## config.mk

```make
export PLATFORM = sky130hd
export DESIGN_NAME = sprite_ram_writer
export DESIGN_NICKNAME = d
export VERILOG_FILES = /design/src/rtl/sprite_pkg.sv /design/src/rtl/sprite_wr_addr_gen.sv /design/src/rtl/sprite_ram_writer.sv
export SDC_FILE = /design/constraint.sdc
export NUM_CORES = 1
export LEC_CHECK = 0
export ABC_AREA = 1
export BUFFER_PORTS_ARGS = -buffer_cell sky130_fd_sc_hd__clkbuf_2
export CORE_UTILIZATION = 52
export DETAILED_ROUTE_END_ITERATION = 8
export GPL_ROUTABILITY_DRIVEN = 0
export PLACE_DENSITY = 0.8
export SLEW_MARGIN = 15
export SYNTH_ARGS = -nofsm -noshare
export SYNTH_HDL_FRONTEND = slang
export SYNTH_SLANG_ARGS = --single-unit
```

## constraint.sdc

```tcl
create_clock -name clka -period 1.5 [get_ports clka]
set_input_delay 0 -clock clka [delete_from_list [all_inputs] [get_ports clka]]
set_output_delay 0 -clock clka [all_outputs]
set_load 0.02 [all_outputs]
```

## src/rtl/sprite_pkg.sv

```systemverilog
// sprite_pkg: shared constants and types for the sprite BRAM write path.
package sprite_pkg;
  localparam int SPRITE_DW = 16;
  localparam int SPRITE_AW = 9;
  localparam int SPRITE_DEPTH = 400;
  typedef enum logic {ST_IDLE, ST_WRITE} wr_state_e;
  typedef struct packed {
    logic [4:0] r;
    logic [5:0] g;
    logic [4:0] b;
  } rgb565_t;
endpackage

```

## src/rtl/sprite_wr_addr_gen.sv

```systemverilog
// sprite_wr_addr_gen: wrap-around write pointer and remaining-word counter.
module sprite_wr_addr_gen #(
  parameter int ADDR_W = 9,
  parameter int DEPTH = 400
) (
  input  logic              clk,
  input  logic              rst,
  input  logic              load,
  input  logic              step,
  input  logic [ADDR_W-1:0] base,
  input  logic [ADDR_W:0]   len,
  output logic [ADDR_W-1:0] ptr,
  output logic              last
);
  localparam logic [ADDR_W-1:0] LAST_A = ADDR_W'(DEPTH - 1);
  logic [ADDR_W-1:0] ptr_q, ptr_d;
  logic [ADDR_W:0] rem_q, rem_d;
  always_comb begin
    ptr_d = load ? base : step ? (ptr_q == LAST_A ? '0 : ptr_q + 1'b1) : ptr_q;
    rem_d = load ? len : step ? rem_q - 1'b1 : rem_q;
  end
  always_ff @(posedge clk or posedge rst)
    if (rst) begin
      ptr_q <= '0;
      rem_q <= '0;
    end else begin
      ptr_q <= ptr_d;
      rem_q <= rem_d;
    end
  assign ptr = ptr_q;
  assign last = rem_q == (ADDR_W+1)'(1);
endmodule

```

## src/rtl/sprite_ram_writer.sv

```systemverilog
// sprite_ram_writer: streams a run of words into a sprite BRAM write port.
// Define SPRITE_WR_CKSUM_EN to add the running cksum output.
module sprite_ram_writer
  import sprite_pkg::*;
#(
  parameter int DATA_W = SPRITE_DW,
  parameter int ADDR_W = SPRITE_AW,
  parameter int DEPTH = SPRITE_DEPTH
) (
  input  logic              clka,
  input  logic              rsta,
  input  logic              start,
  input  logic [ADDR_W-1:0] base_addr,
  input  logic [ADDR_W:0]   len,
  input  logic              abort,
  input  logic              s_valid,
  input  logic [DATA_W-1:0] s_data,
  output logic              s_ready,
  output logic [ADDR_W-1:0] addra,
  output logic [DATA_W-1:0] dia,
  output logic              wea,
  output logic              busy,
  output logic              done,
  output logic              err
`ifdef SPRITE_WR_CKSUM_EN
  ,
  output logic [DATA_W-1:0] cksum
`endif
);
  localparam logic [ADDR_W:0] DEPTH_L = (ADDR_W+1)'(DEPTH);
  wr_state_e state_q, state_d;
  logic [ADDR_W-1:0] addra_q, ptr;
  logic [DATA_W-1:0] dia_q;
  logic wea_q, done_q, done_d, err_q, err_d;
  logic idle, bad, load, hs, last;
  assign idle = state_q == ST_IDLE;
  assign bad = {1'b0, base_addr} >= DEPTH_L || len > DEPTH_L;
  assign load = idle && start && !bad && len != '0;
  assign hs = s_valid && s_ready;
  always_ff @(posedge clka or posedge rsta)
    if (rsta) state_q <= ST_IDLE;
    else state_q <= state_d;
  always_comb
    state_d = idle ? (load ? ST_WRITE : ST_IDLE)
                   : (abort || (hs && last)) ? ST_IDLE : ST_WRITE;
  always_comb begin
    s_ready = state_q == ST_WRITE && !abort;
    busy = state_q == ST_WRITE;
  end
  // err wins over the zero-length done when both apply
  always_comb begin
    err_d = idle && start && bad;
    done_d = (hs && last) || (idle && start && !bad && len == '0);
  end
  sprite_wr_addr_gen #(.ADDR_W(ADDR_W), .DEPTH(DEPTH)) u_addr (
    .clk (clka),
    .rst (rsta),
    .load(load),
    .step(hs),
    .base(base_addr),
    .len (len),
    .ptr (ptr),
    .last(last)
  );
  always_ff @(posedge clka or posedge rsta)
    if (rsta) begin
      addra_q <= '0;
      dia_q <= '0;
      wea_q <= 1'b0;
      done_q <= 1'b0;
      err_q <= 1'b0;
    end else begin
      wea_q <= hs;
      done_q <= done_d;
      err_q <= err_d;
      if (hs) begin
        addra_q <= ptr;
        dia_q <= s_data;
      end
    end
  assign addra = addra_q;
  assign dia = dia_q;
  assign wea = wea_q;
  assign done = done_q;
  assign err = err_q;
`ifdef SPRITE_WR_CKSUM_EN
  logic [DATA_W-1:0] cksum_q;
  always_ff @(posedge clka or posedge rsta)
    if (rsta) cksum_q <= '0;
    else if (load) cksum_q <= '0;
    else if (hs) cksum_q <= cksum_q + s_data;
  assign cksum = cksum_q;
`endif
endmodule

```

==> flow_metrics.tcl <==
set metrics [dict create \
    nFillCells 299 \
    path_depth 8 \
    grt_use_total 0.274 \
    die_w_um 71.1 \
    dpl.cell_count 439 \
    grt_pass1_wl_um 10900 \
    drive_gt1_frac 0.269 \
    p_switching_w 0.00189 \
    ff2ff_path_depth 8 \
    multi_input_area_sq_um 1130 \
    syn_to_final_growth_pct 40.9 \
    clockBufferDepth 2 \
    cts_tree "yes" \
    cap_viol_max_count 0 \
    final_max_slew_viol_count 0 \
    leakage_nw 1.86 \
    dieArea_sq_um 5060 \
    crit_fanout 5 \
    antenna_found_initial 0 \
    grt_max_degree 29 \
    grt_pass1_vias 2375 \
    gr-usage-met2 0.447 \
    initial_core_util 0.555 \
    root_buffer "clkbuf_8" \
    tightest_slew_ns 0.512 \
    seq_area_frac_synth 0.484 \
    fp.dieH_um 71.1 \
    p_int_w 0.00279 \
    hold_path.class "input pin to flop" \
    cpPeakStageDelay_ns 0.42 \
    drc 6 \
    powerDensity_nw_per_um2 1340 \
    htree_levels 2 \
    cp-start-kind "flop" \
    netlist_area_sq_um 2480 \
    stdcell_count 483 \
    setup_ws_ns -0.0273 \
    gr-usage-met3 0.0427 \
    outcome "finished, violations left" \
    first_pass_iters 9 \
    regArea_sq_um 1200 \
    crit_family "simple AND/OR/NAND/NOR gates" \
    crit_chain "inv_1 -> nand4_1 -> nor2_1 -> nand2_1 -> nand2_1 -> inv_1 -> nand3_1 -> nand3_1" \
    grt_use_met1 0.375 \
    numCtsBuffers 5 \
    hold_viol_final 0 \
    port_buffers 69 \
    worst-path-buf-inv 2 \
    clk_latency_ns 0.31 \
    synth_nets 362 \
    slew-limit-headroom 0.658 \
    violations "DRC, setup timing" \
    diodes 0 \
    layout_min_cycle_time_ns 1.53 \
    postRouteAntennaNets 0 \
    via_per_inst 5.59 \
    synth.distinct_cells 29 \
    num_io_pins 70 \
    wl_per_cell_um 15.2 \
    ir_drop_v 0.000870 \
    total_power_w 0.00469 \
    seq_power_share 0.430 \
    cp.required_ns 1.69 \
    path_class "flop to flop" \
    drt_iter0_drc 382 \
    switching_share 0.404 \
    synth_top_area_share 0.484 \
    ys_top_cells_by_area "dfrtp_1 (48%), nand2_1 (15%), nand3_1 (9.5%)" \
    fmax_ghz 0.655 \
    rows 24 \
    hpwl_um 4180 \
    final_core_util 0.782 \
    synth-seq-cells 48 \
    core_area_sq_um 4470 \
    finalCritPeriodShare 1.02 \
    crit_path_top_delay_cell "dfrtp_1" \
    clkTransAtPathRegs_ns 0.10 \
    synth.avg_cell_area_sq_um 7.79 \
    via_count 2700 \
    holdWs_ns 0.00980 \
    pwr-share-clk 0.177 \
    placed_area_sq_um 2950 \
    fin_nets 473 \
    ys_warn_count 0 \
    grt_overflow 0 \
    busiest_layer "met2" \
    netlist_instances 319 \
    cts.sink_count 48 \
    cp.arrival_ns 1.72 \
    setup_viol 2 \
    end_kind "flop" \
    design_area_sq_um 3500 \
    skew_ns 0.0101 \
    pwr-share-comb 0.393 \
    holdPathStages 3 \
    wl_um 7350 \
    synth_area_leader_cell "dfrtp_1" \
]
## flip-flops by register name (all words and copies together) (netlist names)
signal / flops
dia: 16
u_addr.ptr: 9
busy: 1
wea: 1
addra: 9
done: 1
err: 1
u_addr.rem_q: 10
## kinds of logic after synthesis
| kind of cell | share of synthesized area |
|---|---|
| buffers and inverters | 0.0781 |
| and+or+nand+nor | 0.360 |
| xor gates and xnor gates | 0.00705 |
| DFF | 0.484 |
| AOI/OAI and AO/OA | 0.0564 |
| adders and majority gates | 0.0151 |
## per-layer routing
layer / wire length (um) / share of wire
met1: 2980 / 0.41
met2: 3520 / 0.48
met3: 616 / 0.084
met4: 225 / 0.031
met5: 0 / 0
## power by group through the flow
stage	Combinational, W	Sequential, W	Clock, W
5_1_grt	0.00202	0.00206	0.000880
4_1_cts	0.00166	0.00199	0.000829
6_report	0.00184	0.00202	0.000831
3_3_place_gp	0.00155	0.00200	0
3_5_place_dp	0.00159	0.00201	0
2_1_floorplan	0.000756	0.00228	0
## synthesized netlist by cell type
cell type,n
a21oi_1,4
clkbuf_4,1
buf_2,8
ha_1,3
nand3b_1,1
buf_6,1
nand4_1,21
buf_4,2
clkinv_1,1
o21ai_1,8
buf_1,1
nand2_2,2
o21ai_0,9
nand3_2,1
a21oi_2,1
inv_2,2
o31ai_1,1
a21boi_4,1
or2_1,1
or3_1,1
nand3_1,47
nor2_1,19
dfrtp_1,48
nor2_2,3
xor2_1,2
nor3_1,2
inv_1,28
nand4_2,1
nand2_1,99
## worst reg2reg max path, cell delays in order, from the launching register on
cell,delay (ns)
dfrtp_1,0.42
inv_1,0.19
nand4_1,0.14
nor2_1,0.13
nand2_1,0.10
nand2_1,0.12
inv_1,0.12
nand3_1,0.09
nand3_1,0.09
## metrics by stage
step / worst slack [ns] / TNS, ns
finish: -0.0273 / -0.0527
global route: -0.112 / -0.423
CTS: 0.0610 / 0
detailed placement: 0.107 / 0
global placement: 0.123 / 0
floorplan: 0.0448 / 0
## what timing repair did
item	CTS	global route
hold buffers	32	1
endpoints found under the hold margin	53	1
setup buffers	0	4
gates resized for setup	0	16
setup endpoints to repair	0	19
## cell usage in the layout, fill, tap and decap left out, drive strengths merged, types with 2 or more instances in the layout
| cell | n |
|---|---|
| dfrtp | 48 |
| nor2 | 22 |
| xor2 | 2 |
| buf | 17 |
| nand2 | 101 |
| clkbuf | 73 |
| nor3 | 2 |
| dlygate4sd3 | 30 |
| nand3 | 48 |
| a21oi | 5 |
| dlymetal6s4s | 3 |
| clkinvlp | 3 |
| o21ai | 17 |
| nand4 | 22 |
| ha | 3 |
| inv | 30 |
## path summary, 6_finish.rpt
| kind | startpoint | slack (ns) | endpoint |
|---|---|---|---|
| hold / removal | len[8] | 0.01 | u_addr.rem_q[8]$_DFFE_PP0P_ |
| hold reg to reg | dia[13]$_DFFE_PP0P_ | 0.48 | dia[13]$_DFFE_PP0P_ |
| setup reg to reg | u_addr.ptr[6]$_DFFE_PP0P_ | -0.03 | u_addr.ptr[8]$_DFFE_PP0P_ |
| min in group asynchronous | rsta | 0.26 | addra[6]$_DFFE_PP0P_ |
| max in group asynchronous | rsta | 0.70 | busy$_DFF_PP0_ |
| setup / recovery | u_addr.ptr[6]$_DFFE_PP0P_ | -0.03 | u_addr.ptr[8]$_DFFE_PP0P_ |
## layout make-up
class | instances | area share
inverters | 31 | 0.0343
clock buffers | 6 | 0.0236
repair buffers | 117 | 0.252
flip-flops and latches | 48 | 0.344
well taps | 52 | 0.0186
multi-input cells | 227 | 0.324
clock inverters | 2 | 0.00429
No activity file was read; power rests on OpenSTA's default activity.
